`config.mk`:
```
export PLATFORM = sky130hd
export DESIGN_NAME = trace_commit_sink_flat
export DESIGN_NICKNAME = d
export VERILOG_FILES = /design/src/rtl/trace_pkg.sv /design/src/rtl/trace_commit_sink_if.sv /design/src/rtl/trace_rec_fifo.sv /design/src/rtl/trace_commit_sink.sv /design/src/flat_wrapper.sv
export SDC_FILE = /design/constraint.sdc
export NUM_CORES = 2
export LEC_CHECK = 0
export CAP_MARGIN = 20
export CORE_ASPECT_RATIO = 0.7
export CORE_MARGIN = 2
export CORE_UTILIZATION = 45
export CTS_CLUSTER_SIZE = 10
export DETAILED_ROUTE_END_ITERATION = 16
export GPL_TIMING_DRIVEN = 0
export HOLD_SLACK_MARGIN = 0.12
export PLACE_DENSITY_LB_ADDON = 0.12
export SYNTH_ARGS = -nofsm -noshare
export SYNTH_HDL_FRONTEND = slang
export SYNTH_HIERARCHICAL = 1
export SYNTH_SLANG_ARGS = --single-unit
export TNS_END_PERCENT = 1
```
`constraint.sdc`:
```
create_clock -name clk -period 52.8 [get_ports clk]
set_input_delay 7.92 -clock clk [delete_from_list [all_inputs] [get_ports clk]]
set_output_delay 7.92 -clock clk [all_outputs]
set_load 0.005 [all_outputs]
```
`src/rtl/trace_pkg.sv`:
```
// Shared types for the trace commit sink: the buffered retirement record,
// the frame beat and FSM enums, and helpers that walk a record's frame.
package trace_pkg;

    localparam logic [7:0] TRACE_SYNC = 8'hA5;
    localparam int         HDR_SEQ_W  = 14;

    typedef enum logic [2:0] {
        HDR, PC, INSTR, REG_DATA, MEM_ADDR, MEM_DATA, FPU_FLAGS
    } beat_e;

    typedef enum logic {IDLE, SEND} trace_state_e;

    typedef struct packed {
        logic [31:0]          pc;
        logic [31:0]          instr;
        logic [4:0]           reg_addr;
        logic [31:0]          reg_data;
        logic                 is_load;
        logic                 is_store;
        logic                 is_float;
        logic [1:0]           mem_size;
        logic [31:0]          mem_addr;
        logic [31:0]          mem_data;
        logic [4:0]           fpu_flags;
        logic [HDR_SEQ_W-1:0] seq;
    } trace_rec_t;

    // Optional beats are skipped according to the record's own type bits.
    function automatic beat_e next_beat(beat_e b, trace_rec_t r);
        beat_e n;
        case (b)
            HDR:      n = PC;
            PC:       n = INSTR;
            INSTR:    n = REG_DATA;
            REG_DATA: n = (r.is_load || r.is_store) ? MEM_ADDR : (r.is_float ? FPU_FLAGS : HDR);
            MEM_ADDR: n = MEM_DATA;
            MEM_DATA: n = r.is_float ? FPU_FLAGS : HDR;
            default:  n = HDR;
        endcase
        return n;
    endfunction

    function automatic logic is_last_beat(beat_e b, trace_rec_t r);
        logic l;
        case (b)
            REG_DATA:  l = !(r.is_load || r.is_store) && !r.is_float;
            MEM_DATA:  l = !r.is_float;
            FPU_FLAGS: l = 1'b1;
            default:   l = 1'b0;
        endcase
        return l;
    endfunction

    function automatic logic [31:0] beat_word(beat_e b, trace_rec_t r);
        logic [31:0] w;
        case (b)
            HDR:       w = {TRACE_SYNC, r.reg_addr, r.is_load, r.is_store, r.is_float,
                            r.mem_size, r.seq};
            PC:        w = r.pc;
            INSTR:     w = r.instr;
            REG_DATA:  w = r.reg_data;
            MEM_ADDR:  w = r.mem_addr;
            MEM_DATA:  w = r.mem_data;
            FPU_FLAGS: w = {27'd0, r.fpu_flags};
            default:   w = '0;
        endcase
        return w;
    endfunction

endpackage

```
`src/rtl/trace_commit_sink_if.sv`:
```
// Retirement record bundle driven by the write-back stage's tracer port.
interface tracer_interface;
    logic        valid;
    logic [31:0] pc;
    logic [31:0] instr;
    logic [4:0]  reg_addr;
    logic [31:0] reg_data;
    logic        is_load;
    logic        is_store;
    logic        is_float;
    logic [1:0]  mem_size;
    logic [31:0] mem_addr;
    logic [31:0] mem_data;
    logic [4:0]  fpu_flags;

    modport master (output valid, pc, instr, reg_addr, reg_data, is_load, is_store,
                           is_float, mem_size, mem_addr, mem_data, fpu_flags);
    modport sink   (input  valid, pc, instr, reg_addr, reg_data, is_load, is_store,
                           is_float, mem_size, mem_addr, mem_data, fpu_flags);
    modport slave  (input  valid, pc, instr, reg_addr, reg_data, is_load, is_store,
                           is_float, mem_size, mem_addr, mem_data, fpu_flags);
endinterface

```
`src/rtl/trace_rec_fifo.sv`:
```
// Record FIFO; a push while full is still accepted when the head pops in the
// same cycle, because the freed slot is the one being written.
module trace_rec_fifo
    import trace_pkg::*;
#(
    parameter int DEPTH = 8
) (
    input  logic                     clk,
    input  logic                     reset,
    input  logic                     i_push,
    input  trace_rec_t               i_data,
    input  logic                     i_pop,
    output trace_rec_t               o_head,
    output logic [$clog2(DEPTH):0]   o_level,
    output logic                     o_full,
    output logic                     o_empty,
    output logic                     o_accept
);
    localparam int AW = $clog2(DEPTH);

    logic [AW-1:0] r_wr_ptr;
    logic [AW-1:0] r_rd_ptr;
    logic [AW:0]   r_level;
    trace_rec_t    r_mem [DEPTH];
    logic          w_do_pop;

    assign o_full   = (r_level == (AW+1)'(DEPTH));
    assign o_empty  = (r_level == '0);
    assign w_do_pop = i_pop && !o_empty;
    assign o_accept = i_push && (!o_full || w_do_pop);
    assign o_level  = r_level;
    assign o_head   = r_mem[r_rd_ptr];

    always_ff @(posedge clk or posedge reset) begin
        if (reset) begin
            r_wr_ptr <= '0;
            r_rd_ptr <= '0;
            r_level  <= '0;
        end else begin
            if (o_accept) r_wr_ptr <= r_wr_ptr + 1'b1;
            if (w_do_pop) r_rd_ptr <= r_rd_ptr + 1'b1;
            case ({o_accept, w_do_pop})
                2'b10:   r_level <= r_level + 1'b1;
                2'b01:   r_level <= r_level - 1'b1;
                default: r_level <= r_level;
            endcase
        end
    end

    always_ff @(posedge clk) begin
        if (o_accept) r_mem[r_wr_ptr] <= i_data;
    end

endmodule

```
`src/rtl/trace_commit_sink.sv`:
```
// Captures retirement records into a FIFO and serializes each into a 4-7 word
// frame on a valid/ready stream, with sequence stamping and a drop counter.
module trace_commit_sink
    import trace_pkg::*;
#(
    parameter int DEPTH  = 8,
    parameter int SEQ_W  = 14,
    parameter int DROP_W = 16
) (
    input  logic                   clk,
    input  logic                   reset,
    tracer_interface.sink          tracer_if_i,
    input  logic                   trace_en_i,
    output logic [31:0]            trace_data_o,
    output logic                   trace_valid_o,
    output logic                   trace_last_o,
    input  logic                   trace_ready_i,
    output logic [DROP_W-1:0]      drop_count_o,
    output logic [$clog2(DEPTH):0] fifo_level_o
);
    localparam int LW = $clog2(DEPTH) + 1;

    trace_state_e      r_state;
    beat_e             r_beat;
    logic [SEQ_W-1:0]  r_seq;
    logic [DROP_W-1:0] r_drop;

    trace_rec_t        w_rec_in;
    trace_rec_t        w_head;
    logic [LW-1:0]     w_level;
    logic              w_capture, w_full, w_empty, w_accept;
    logic              w_last, w_hs, w_pop, w_goes_empty;

    always_comb begin
        w_rec_in           = '0;
        w_rec_in.pc        = tracer_if_i.pc;
        w_rec_in.instr     = tracer_if_i.instr;
        w_rec_in.reg_addr  = tracer_if_i.reg_addr;
        w_rec_in.reg_data  = tracer_if_i.reg_data;
        w_rec_in.is_load   = tracer_if_i.is_load;
        w_rec_in.is_store  = tracer_if_i.is_store;
        w_rec_in.is_float  = tracer_if_i.is_float;
        w_rec_in.mem_size  = tracer_if_i.mem_size;
        w_rec_in.mem_addr  = tracer_if_i.mem_addr;
        w_rec_in.mem_data  = tracer_if_i.mem_data;
        w_rec_in.fpu_flags = tracer_if_i.fpu_flags;
        w_rec_in.seq       = HDR_SEQ_W'(r_seq);
    end

    assign w_capture    = tracer_if_i.valid && trace_en_i;
    assign w_last       = is_last_beat(r_beat, w_head);
    assign w_hs         = (r_state == SEND) && trace_ready_i;
    assign w_pop        = w_hs && w_last;
    assign w_goes_empty = (w_level == LW'(1)) && !w_accept;

    trace_rec_fifo #(.DEPTH(DEPTH)) u_fifo (
        .clk      (clk),
        .reset    (reset),
        .i_push   (w_capture),
        .i_data   (w_rec_in),
        .i_pop    (w_pop),
        .o_head   (w_head),
        .o_level  (w_level),
        .o_full   (w_full),
        .o_empty  (w_empty),
        .o_accept (w_accept)
    );

    // Back-to-back frames restart at HDR on the last handshake with no bubble.
    always_ff @(posedge clk or posedge reset) begin
        if (reset) begin
            r_state <= IDLE;
            r_beat  <= HDR;
            r_seq   <= '0;
            r_drop  <= '0;
        end else begin
            if (w_capture) r_seq <= r_seq + 1'b1;
            if (w_capture && !w_accept && (r_drop != '1)) r_drop <= r_drop + 1'b1;
            case (r_state)
                IDLE: begin
                    if (!w_empty) begin
                        r_state <= SEND;
                        r_beat  <= HDR;
                    end
                end
                SEND: begin
                    if (w_hs) begin
                        if (w_last) begin
                            r_beat <= HDR;
                            if (w_goes_empty) r_state <= IDLE;
                        end else begin
                            r_beat <= next_beat(r_beat, w_head);
                        end
                    end
                end
                default: r_state <= IDLE;
            endcase
        end
    end

    always_comb begin
        trace_valid_o = (r_state == SEND);
        trace_data_o  = '0;
        trace_last_o  = 1'b0;
        if (trace_valid_o) begin
            trace_data_o = beat_word(r_beat, w_head);
            trace_last_o = w_last;
        end
    end

    assign drop_count_o = r_drop;
    assign fifo_level_o = w_level;

endmodule
```
`src/flat_wrapper.sv`:
```
// flat-port wrapper written by rule: the top's interface ports become plain ports
module trace_commit_sink_flat import trace_pkg::*;
#(
    parameter int DEPTH  = 8,
    parameter int SEQ_W  = 14,
    parameter int DROP_W = 16
)
  (clk, reset, trace_en_i, trace_data_o, trace_valid_o, trace_last_o, trace_ready_i, drop_count_o, fifo_level_o, tracer_if_i_valid, tracer_if_i_pc, tracer_if_i_instr, tracer_if_i_reg_addr, tracer_if_i_reg_data, tracer_if_i_is_load, tracer_if_i_is_store, tracer_if_i_is_float, tracer_if_i_mem_size, tracer_if_i_mem_addr, tracer_if_i_mem_data, tracer_if_i_fpu_flags);
  tracer_interface tracer_if_i_i ();
  input  logic clk;
  input  logic reset;
  input  logic trace_en_i;
  output logic [31:0] trace_data_o;
  output logic trace_valid_o;
  output logic trace_last_o;
  input  logic trace_ready_i;
  output logic [DROP_W-1:0] drop_count_o;
  output logic [$clog2(DEPTH):0] fifo_level_o;
  input wire logic [$bits(tracer_if_i_i.valid)-1:0] tracer_if_i_valid;
  input wire logic [$bits(tracer_if_i_i.pc)-1:0] tracer_if_i_pc;
  input wire logic [$bits(tracer_if_i_i.instr)-1:0] tracer_if_i_instr;
  input wire logic [$bits(tracer_if_i_i.reg_addr)-1:0] tracer_if_i_reg_addr;
  input wire logic [$bits(tracer_if_i_i.reg_data)-1:0] tracer_if_i_reg_data;
  input wire logic [$bits(tracer_if_i_i.is_load)-1:0] tracer_if_i_is_load;
  input wire logic [$bits(tracer_if_i_i.is_store)-1:0] tracer_if_i_is_store;
  input wire logic [$bits(tracer_if_i_i.is_float)-1:0] tracer_if_i_is_float;
  input wire logic [$bits(tracer_if_i_i.mem_size)-1:0] tracer_if_i_mem_size;
  input wire logic [$bits(tracer_if_i_i.mem_addr)-1:0] tracer_if_i_mem_addr;
  input wire logic [$bits(tracer_if_i_i.mem_data)-1:0] tracer_if_i_mem_data;
  input wire logic [$bits(tracer_if_i_i.fpu_flags)-1:0] tracer_if_i_fpu_flags;
  assign tracer_if_i_i.valid = tracer_if_i_valid;
  assign tracer_if_i_i.pc = tracer_if_i_pc;
  assign tracer_if_i_i.instr = tracer_if_i_instr;
  assign tracer_if_i_i.reg_addr = tracer_if_i_reg_addr;
  assign tracer_if_i_i.reg_data = tracer_if_i_reg_data;
  assign tracer_if_i_i.is_load = tracer_if_i_is_load;
  assign tracer_if_i_i.is_store = tracer_if_i_is_store;
  assign tracer_if_i_i.is_float = tracer_if_i_is_float;
  assign tracer_if_i_i.mem_size = tracer_if_i_mem_size;
  assign tracer_if_i_i.mem_addr = tracer_if_i_mem_addr;
  assign tracer_if_i_i.mem_data = tracer_if_i_mem_data;
  assign tracer_if_i_i.fpu_flags = tracer_if_i_fpu_flags;
  trace_commit_sink #(.DEPTH(DEPTH), .SEQ_W(SEQ_W), .DROP_W(DROP_W)) u_core (.clk(clk), .reset(reset), .tracer_if_i(tracer_if_i_i), .trace_en_i(trace_en_i), .trace_data_o(trace_data_o), .trace_valid_o(trace_valid_o), .trace_last_o(trace_last_o), .trace_ready_i(trace_ready_i), .drop_count_o(drop_count_o), .fifo_level_o(fifo_level_o));
endmodule
```
==> out/results.tsv <==
metric	value	unit
Post-CTS Setup Bufs	0	
Reg clk slew, reported paths	50	ps
Starting Density	45.4	%
Mean Syn Cell Area	23.1	µm²
Num CTS Buffers	175	
I/O pin count	234	
final worst setup slack	39610	ps
total gr overflow	0	
Filler cells	10100	
Overall Power	3.68	mW
Post-CTS Hold Fix Bufs	0	
Slew @ Worst Pin	1140	ps
Gates resized, CTS repair	0	
P&R area growth vs syn	18.5	%
ANT nets after route	0	
Post-Syn Area	60700	µm²
Synth Net Count	2816	
initial antenna violation count	27	
Wirelength per Cell	32.0	µm
slew margin rel.	24.3	%
Worst VDD drop	37.3	µV
setup TNS	0	ps
critical path type	flop to output pin	
die height	311	µm
num rows	112	
total number of vias	29500	
final period demand of the worst path	13190	ps
YS warnings	6	
die area	138000	µm²
max-slew violation count	0	
first drt pass iteration count	6	
Final HPWL DP	108000	µm
hold path depth	1	
Worst EP required	44880	ps
routed wire length	160000	µm
Cell Pwr Density	51.2	nW/µm²
Final nets	3338	
Clock Skews	25.5	ps
fin crit share	25.0	%
first-pass GRT wire length	225000	µm
Die X	443	µm
Worst Setup End Kind	output pin	
Max-Cap Viols	0	
# clock sinks	1556	
pre-CTS WS	40430	ps
P_leak	22.7	nW
layout cell share with drive strength beyond 1	31.2	%
crit-path max FO	10	
DRT iter0 DRCs	3087	
gpl congestion	0.812	
status	finished clean	
Root Buffer	clkbuf_16	
I/O Buffers	233	
largest net degree at the start of global routing	35	
hold_ws	519	ps
CTS H-tree lvls	4	
R2R depth	19	
Clk Latency, worst-skew pair	790	ps
vias per std cell	5.91	
type of the most critical hold path	flop to flop	
Finished Core Util	53.8	%
CTS tree	done	
global-route usage over all layers	23.2	%
crit path DAT	5270	ps
Remaining DRCs	0	
CTS Buffer Depth	3	
fmax	75.8	MHz
Critical Path Start Type	flop	
final setup vio count	0	
core area	134000	µm²
Mapped Cells	2629	
RSZ-0062 raised after global routing	false	
final hold vios	0	
vias in the first global route	30100	
==> state kept, by name, indices dropped and copies added, names as in the netlist <==
signal                  flops
u_core/u_fifo/o_level       4
u_core/r_seq               14
u_core/u_fifo/r_mem      1512
u_core/drop_count_o        16
u_core/u_fifo/r_wr_ptr      3
u_core/trace_valid_o        1
u_core/u_fifo/r_rd_ptr      3
u_core/r_beat               3
==> where the power goes <==
group,switching [mW],internal (mW),total [mW]
combinational,0.617,0.516,1.13
clock,0.444,0.614,1.06
sequential,0.0314,1.45,1.49
total,1.09,2.59,3.68
==> layout make-up <==
class                   count  area, µm²  share of cell area, %
repair buffers            345       4140                   5.76
well taps                1767       2210                   3.08
flip-flops and latches   1556      46500                   64.7
diodes                      7       17.5                 0.0244
multi-input cells         921      13300                   18.5
clock buffers             227       4720                   6.57
inverters                  16       60.1                 0.0835
clock inverters            10       71.3                 0.0992
plain buffers             136        826                   1.15
==> metrics by stage <==
step                      area [µm²]  std cells
after global placement         65200       4629
after detailed placement       67000       4738
after floorplan                60700       2629
after CTS                      71800       4975
after global routing           71900       4985
final                          71900       4985
==> worst max-delay path, stage by stage (launching register included) <==
cell and delay (ps):
dfrtp_1 310, buf_2 450, clkbuf_1 820, clkbuf_1 900
mux2_2 430, mux2_2 290, a221oi_1 560, nor3_1 210
clkdlybuf4s50_1 500
==> cells in the final DEF, fill, tap and decap left out, types with 17 or more instances in the layout <==
master	instances
buf_6	81
mux4_2	381
a21oi_1	17
xnor2_1	24
mux2_2	228
a221oi_1	37
clkbuf_16	182
buf_12	51
buf_2	36
clkdlybuf4s50_1	233
dfrtp_1	44
nand2_1	28
edfxtp_1	1512
nor3_1	24
nor2_1	26
clkbuf_1	93
==> metal layers <==
layer  global-route usage, %  vias up  part of all wire [%]
li1                        -    12200                     -
met1                    32.4    15900                    42
met2                    36.3     1089                    48
met3                    4.87      244                   7.2
met4                    7.99       18                   2.5
met5                       0        -                 0.073
==> worst paths after layout <==
kind	startpoint	endpoint	slack (ps)
setup / recovery	u_core/u_fifo/r_rd_ptr[2]	trace_data_o[21]	39610
hold / removal	u_core/drop_count_o[12]	u_core/drop_count_o[12]	520
setup reg to reg	u_core/u_fifo/r_rd_ptr[2]	u_core/u_fifo/r_mem[0][143]	45990
hold reg to reg	u_core/drop_count_o[12]	u_core/drop_count_o[12]	520
max in group asynchronous	reset	u_core/drop_count_o[13]	44340
min in group asynchronous	reset	u_core/u_fifo/r_wr_ptr[1]	7650
(Power assumes the default switching activity.)
